<file path="src/rtl/draw_sched_pkg.sv">
// Shared constants for the draw scheduler: FSM states, grant indices, screen codes and
// pixel-bus widths.
package draw_sched_pkg;

  localparam int unsigned CoordW  = 9;
  localparam int unsigned ColourW = 3;

  // Legacy-compatible state encoding.
  localparam logic [1:0] StIdle    = 2'd0;
  localparam logic [1:0] StGrant   = 2'd1;
  localparam logic [1:0] StRelease = 2'd2;

  // Bit positions within the one-hot grant vector.
  localparam int unsigned SCR  = 0;
  localparam int unsigned MAZE = 1;
  localparam int unsigned PLR  = 2;

  typedef enum logic [1:0] {
    CLEAR    = 2'd0,
    START    = 2'd1,
    GAMEOVER = 2'd2,
    WINNER   = 2'd3
  } scr_code_e;

  // One-hot strobe for the screen drawer, bit order {winner, gameover, start, clear}.
  function automatic logic [3:0] scr_decode(input logic [1:0] code);
    scr_decode = 4'b0001 << code;
  endfunction

endpackage

</file>
<file path="src/rtl/draw_scheduler_rr_arb2.sv">
// Two-requester round-robin arbiter; the requester served last loses a tie.
module rr_arb2 (
  input  logic       clk,
  input  logic       resetn,
  input  logic [1:0] req,
  input  logic       update,
  output logic [1:0] gnt
);

  // ptr_q == 0 favours req[0] on a tie.
  logic ptr_q, ptr_d;

  always_comb begin
    gnt = req;
    if (req == 2'b11) begin
      gnt = ptr_q ? 2'b10 : 2'b01;
    end
  end

  always_comb begin
    ptr_d = ptr_q;
    if (update && (gnt != 2'b00)) begin
      ptr_d = gnt[0];
    end
  end

  always_ff @(posedge clk) begin
    if (!resetn) begin
      ptr_q <= 1'b0;
    end else begin
      ptr_q <= ptr_d;
    end
  end

endmodule

</file>
<file path="src/rtl/draw_scheduler.sv">
// Arbitrates the screen, maze and player drawers onto a single VGA write port.
// Optional grant watchdog enabled by defining DRAW_SCHED_TIMEOUT_EN.
module draw_scheduler
  import draw_sched_pkg::*;
#(
  parameter int unsigned TIMEOUT_CYCLES = 100000
) (
  input  logic               clk,
  input  logic               resetn,
  input  logic               scr_req,
  input  logic [1:0]         scr_sel,
  output logic [3:0]         scr_draw,
  input  logic [CoordW-1:0]  scr_x,
  input  logic [CoordW-1:0]  scr_y,
  input  logic [ColourW-1:0] scr_colour,
  input  logic               scr_done,
  input  logic               maze_req,
  input  logic               maze_done,
  input  logic [CoordW-1:0]  maze_x,
  input  logic [CoordW-1:0]  maze_y,
  input  logic [ColourW-1:0] maze_colour,
  input  logic               plr_req,
  input  logic               plr_done,
  input  logic [CoordW-1:0]  plr_x,
  input  logic [CoordW-1:0]  plr_y,
  input  logic [ColourW-1:0] plr_colour,
  output logic [CoordW-1:0]  vga_x,
  output logic [CoordW-1:0]  vga_y,
  output logic [ColourW-1:0] vga_colour,
  output logic               vga_plot,
  output logic [2:0]         grant,
  output logic               busy,
  output logic               timeout_err
);

  logic [1:0]         state_q, state_d;
  logic [2:0]         grant_q, grant_d;
  logic [1:0]         sel_q, sel_d;
  logic [CoordW-1:0]  vx_q, vx_d, vy_q, vy_d;
  logic [ColourW-1:0] vc_q, vc_d;
  logic               plot_q, plot_d;

  logic [1:0] arb_gnt;
  logic       arb_update;
  logic       granted_done;
  logic       timeout;

  // Only the granted requester's done counts; others are masked out.
  assign granted_done = |(grant_q & {plr_done, maze_done, scr_done});

  // The pointer moves only when maze or player actually wins from IDLE.
  assign arb_update = (state_q == StIdle) && !scr_req && (maze_req || plr_req);

  rr_arb2 u_arb (
    .clk    (clk),
    .resetn (resetn),
    .req    ({plr_req, maze_req}),
    .update (arb_update),
    .gnt    (arb_gnt)
  );

`ifdef DRAW_SCHED_TIMEOUT_EN
  localparam int unsigned WdW = (TIMEOUT_CYCLES > 1) ? $clog2(TIMEOUT_CYCLES + 1) : 1;

  logic [WdW-1:0] wd_q, wd_d;

  assign timeout = (state_q == StGrant) && !granted_done &&
                   (wd_q == WdW'(TIMEOUT_CYCLES - 1));

  always_comb begin
    wd_d = '0;
    if (state_q == StGrant) begin
      wd_d = wd_q + 1'b1;
    end
  end

  always_ff @(posedge clk) begin
    if (!resetn) begin
      wd_q <= '0;
    end else begin
      wd_q <= wd_d;
    end
  end
`else
  assign timeout = 1'b0;
`endif

  assign timeout_err = timeout;

  always_comb begin
    state_d = state_q;
    grant_d = grant_q;
    sel_d   = sel_q;
    case (state_q)
      StIdle: begin
        if (scr_req) begin
          grant_d      = '0;
          grant_d[SCR] = 1'b1;
          sel_d        = scr_sel;
          state_d      = StGrant;
        end else if (arb_gnt != 2'b00) begin
          grant_d       = '0;
          grant_d[MAZE] = arb_gnt[0];
          grant_d[PLR]  = arb_gnt[1];
          state_d       = StGrant;
        end
      end
      StGrant: begin
        if (granted_done || timeout) begin
          grant_d = '0;
          state_d = StRelease;
        end
      end
      StRelease: begin
        state_d = StIdle;
      end
      default: begin
        grant_d = '0;
        state_d = StIdle;
      end
    endcase
  end

  // Pixel port is loaded only while the grant persists, so it reads zero in IDLE/RELEASE.
  always_comb begin
    vx_d   = '0;
    vy_d   = '0;
    vc_d   = '0;
    plot_d = 1'b0;
    if ((state_q == StGrant) && (state_d == StGrant)) begin
      plot_d = 1'b1;
      unique case (1'b1)
        grant_q[SCR]: begin
          vx_d = scr_x;
          vy_d = scr_y;
          vc_d = scr_colour;
        end
        grant_q[MAZE]: begin
          vx_d = maze_x;
          vy_d = maze_y;
          vc_d = maze_colour;
        end
        grant_q[PLR]: begin
          vx_d = plr_x;
          vy_d = plr_y;
          vc_d = plr_colour;
        end
        default: begin
          plot_d = 1'b0;
        end
      endcase
    end
  end

  always_ff @(posedge clk) begin
    if (!resetn) begin
      state_q <= StIdle;
      grant_q <= '0;
      sel_q   <= '0;
      vx_q    <= '0;
      vy_q    <= '0;
      vc_q    <= '0;
      plot_q  <= 1'b0;
    end else begin
      state_q <= state_d;
      grant_q <= grant_d;
      sel_q   <= sel_d;
      vx_q    <= vx_d;
      vy_q    <= vy_d;
      vc_q    <= vc_d;
      plot_q  <= plot_d;
    end
  end

  assign grant      = grant_q;
  assign busy       = (state_q != StIdle);
  assign scr_draw   = ((state_q == StGrant) && grant_q[SCR]) ? scr_decode(sel_q) : 4'b0000;
  assign vga_x      = vx_q;
  assign vga_y      = vy_q;
  assign vga_colour = vc_q;
  assign vga_plot   = plot_q;

endmodule

</file>
<file path="config.mk">
export PLATFORM = sky130hd
export DESIGN_NAME = draw_scheduler
export DESIGN_NICKNAME = d
export VERILOG_FILES = /design/src/rtl/draw_sched_pkg.sv /design/src/rtl/draw_scheduler_rr_arb2.sv /design/src/rtl/draw_scheduler.sv
export SDC_FILE = /design/constraint.sdc
export NUM_CORES = 1
export LEC_CHECK = 0
export ABC_CLOCK_PERIOD_IN_PS = 1500
export CAP_MARGIN = 40
export CORE_UTILIZATION = 28
export DETAILED_ROUTE_END_ITERATION = 8
export PLACE_DENSITY = 0.87
export SETUP_SLACK_MARGIN = 0.15
export SYNTH_ARGS = -nofsm -noshare
export SYNTH_HDL_FRONTEND = slang
export SYNTH_SLANG_ARGS = --single-unit
</file>
<file path="constraint.sdc">
create_clock -name clk -period 1.5 [get_ports clk]
set_input_delay 0.15 -clock clk [delete_from_list [all_inputs] [get_ports clk]]
set_output_delay 0.15 -clock clk [all_outputs]
set_load 0.005 [all_outputs]
</file>
==> key figures <==
Run status
  – Status: completed

Min path
  – Hold path startpoint: scr_sel[1]
  – Hold Crit Depth: 3
  – Worst Hold Class: in2reg
  – Hold path endpoint: sel_q[1]

Final layout
  – Share of post-route cells with drive strength above 1: 0.266
  – # diodes: 0
  – Synth-to-layout area growth: 126%
  – Most common cell after layout, fill and taps aside: clkdlybuf4s50_1
  – Most frequent cells in the layout: clkdlybuf4s50_1 (94), dfxtp_1 (25), a222oi_1 (22), buf_4 (19), nor2_1 (12)
  – Nets@finish: 321
  – Layout Cell Area excl Fill: 0.00270 mm2

Route
  – DRC violations left: 0
  – Wire per inst: 15.5 um
  – Post-route ant nets: 0
  – Starting DRT DRC Count: 117
  – Routed wire length: 4.63 mm
  – DR vias/cell: 5.10
  – Vias: 1521
  – Drt pass-1 iters: 7

Power and ir drop
  – Overall power: 1.93 mW
  – Pleak: 1.03 nW
  – Max rail drop VDD: 0.000399 V
  – Pwr Density: 714 mW/mm2

Die
  – Boundary Pins: 104
  – Die width: 67.4 um
  – Die Y-Extent: 67.4 um
  – Die area: 0.00454 mm2
  – Initial Util: 0.295
  – Row count: 23
  – Core Area: 0.00406 mm2

Synthesis
  – FF+latch count, synth: 30
  – Ys async rst share: 0
  – Synth Instances: 124
  – Syn Area/Cell: 9.66 um2
  – Syn. warnings: 0
  – Register area share after synthesis: 0.502
  – Top_reg_cell synth: dfxtp_1
  – Post-synth EDFFs: 0
  – Syn_nets: 197
  – Post-synth cell types: 28
  – Synthesized area: 0.00120 mm2

Clock tree
  – Clk Latency, worst-skew pair: 0.27 ns
  – H-tree depth: 2
  – Clk root buf: clkbuf_8
  – Num Clock Sinks: 30
  – CTS max path bufs: 2
  – TritonCTS clock tree: yes
  – Clock-pin slew on the worst setup and hold paths: 0.06 ns
  – CTS Buf Count: 5

Global routing
  – Overflow after GRT: 0
  – Vias in the first global route: 1420
  – Tot GR Track Use: 0.196
  – Largest net degree at the start of global routing: 23
  – Initial antenna violation count: 0
  – First-pass GRT wire length: 6.40 mm

Timing
  – Endpoints failing setup: 0
  – Final Max Tran Viols: 0
  – Worst Skew: 0.00599 ns
  – RSZ-0062 raised after global routing: yes
  – Period minus WS final: 1.45 ns
  – Fmax: 690 MHz
  – Fin crit share: 0.966
  – Hold Slack: 0.510 ns
  – Tightest Pin Transition: 0.582 ns
  – Worst slew margin: 0.612
  – Final Hold Vio Count: 0

Worst setup path
  – Crit path kind: reg2reg
  – R2R cell count: 4
  – FF-to-FF Start: grant[1]
  – Reg2reg end: vga_y[1]
  – CP Launch Type: register
  – R2r setup slk: 0.05 ns
  – CP endpoint kind: register
  – CP Data Required Time: 1.65 ns
  – Arrival time worst endpoint: 1.60 ns
  – CP Max Fanout: 12

Place
  – Buffers on Ports: 102
  – Post-DP HPWL: 3.20 mm
  – DP Area: 0.00236 mm2
  – Gpl congestion: 0.838

Job
  – Maxcap violations: 0
==> critical path: stages, from the launching register on <==
cell	delay, ns
dfxtp_4	0.36
buf_4	0.13
bufbuf_16	0.27
a222oi_1	0.51
nor2_4	0.07
==> stage by stage <==
step                      utilization  std cells  setup slack (ns)  setup TNS [ns]
after detailed placement        0.582        281           -0.0669           -1.20
after global routing            0.666        298          -0.00505         -0.0111
after CTS                       0.625        294            0.0978               0
after global placement          0.582        281           0.00287               0
final                           0.666        298            0.0515               0
after floorplan                     -        124            0.0144               0
==> report_power, final <==
group	internal, mW	switching (mW)
sequential	0.818	0.0168
combinational	0.327	0.183
clock	0.310	0.275
==> area by class of cell <==
type                       instances  area, um2
clock buffer                       5       68.8
clock inverter                     2       10.0
fill                             325       1360
inverter                           4       15.0
multi-input combinational         79        649
sequential                        30        612
tap                               50       62.6
timing repair buffer             128       1280
==> synth_stat cells, drive strengths merged (2+ instances only) <==
cell	n	area [um2]
dfxtp	30	601
buf	4	41.3
mux2i	2	20.0
a222oi	22	220
nor2	26	97.6
nand4	2	18.8
inv	4	15.0
o21ai	2	10.0
nand2	5	18.8
clkbuf	7	26.3
nor2b	2	12.5
nor4	2	12.5
nor3	3	15.0
==> worst max-delay path by stage <==
stage               startpoint             to  cells past startpoint
floorplan             grant[0]       vga_x[0]                      5
global placement      scr_done     state_q[0]                      5
detailed placement    scr_done  vga_colour[2]                      6
CTS                 state_q[0]    scr_draw[2]                      4
global route          grant[0]       vga_y[0]                      5
finish                grant[1]       vga_y[1]                      4
==> registers in the layout, indices dropped and copies added (netlist names) <==
| register | cells |
|---|---|
| state_q | 2 |
| sel_q | 2 |
| vga_plot | 1 |
| vga_colour | 3 |
| u_arb.ptr_q | 1 |
| vga_x | 9 |
| grant | 3 |
| vga_y | 9 |
==> timing repair <==
item,CTS,global route
hold buffers,0,0
setup buffers,5,2
resized for setup,27,39
setup endpoints to repair,29,30
gates cloned,1,2
pin swaps,1,7
==> kinds of logic after synthesis <==
kind of cell,Yosys count,synth area share
simple gates,46,0.179
compound gates,30,0.231
flops,30,0.502
buf+inv,15,0.0690
mux,2,0.0167
other cells,1,0.00313
==> per-layer routing <==
layer,vias to the layer above,track usage,wire length (um)
li1,729,-,-
met3,4,0.0726,426
met5,-,0,0
met4,0,0.0665,44
met1,701,0.199,1680
met2,87,0.365,2470
(Power assumes the default switching activity.)
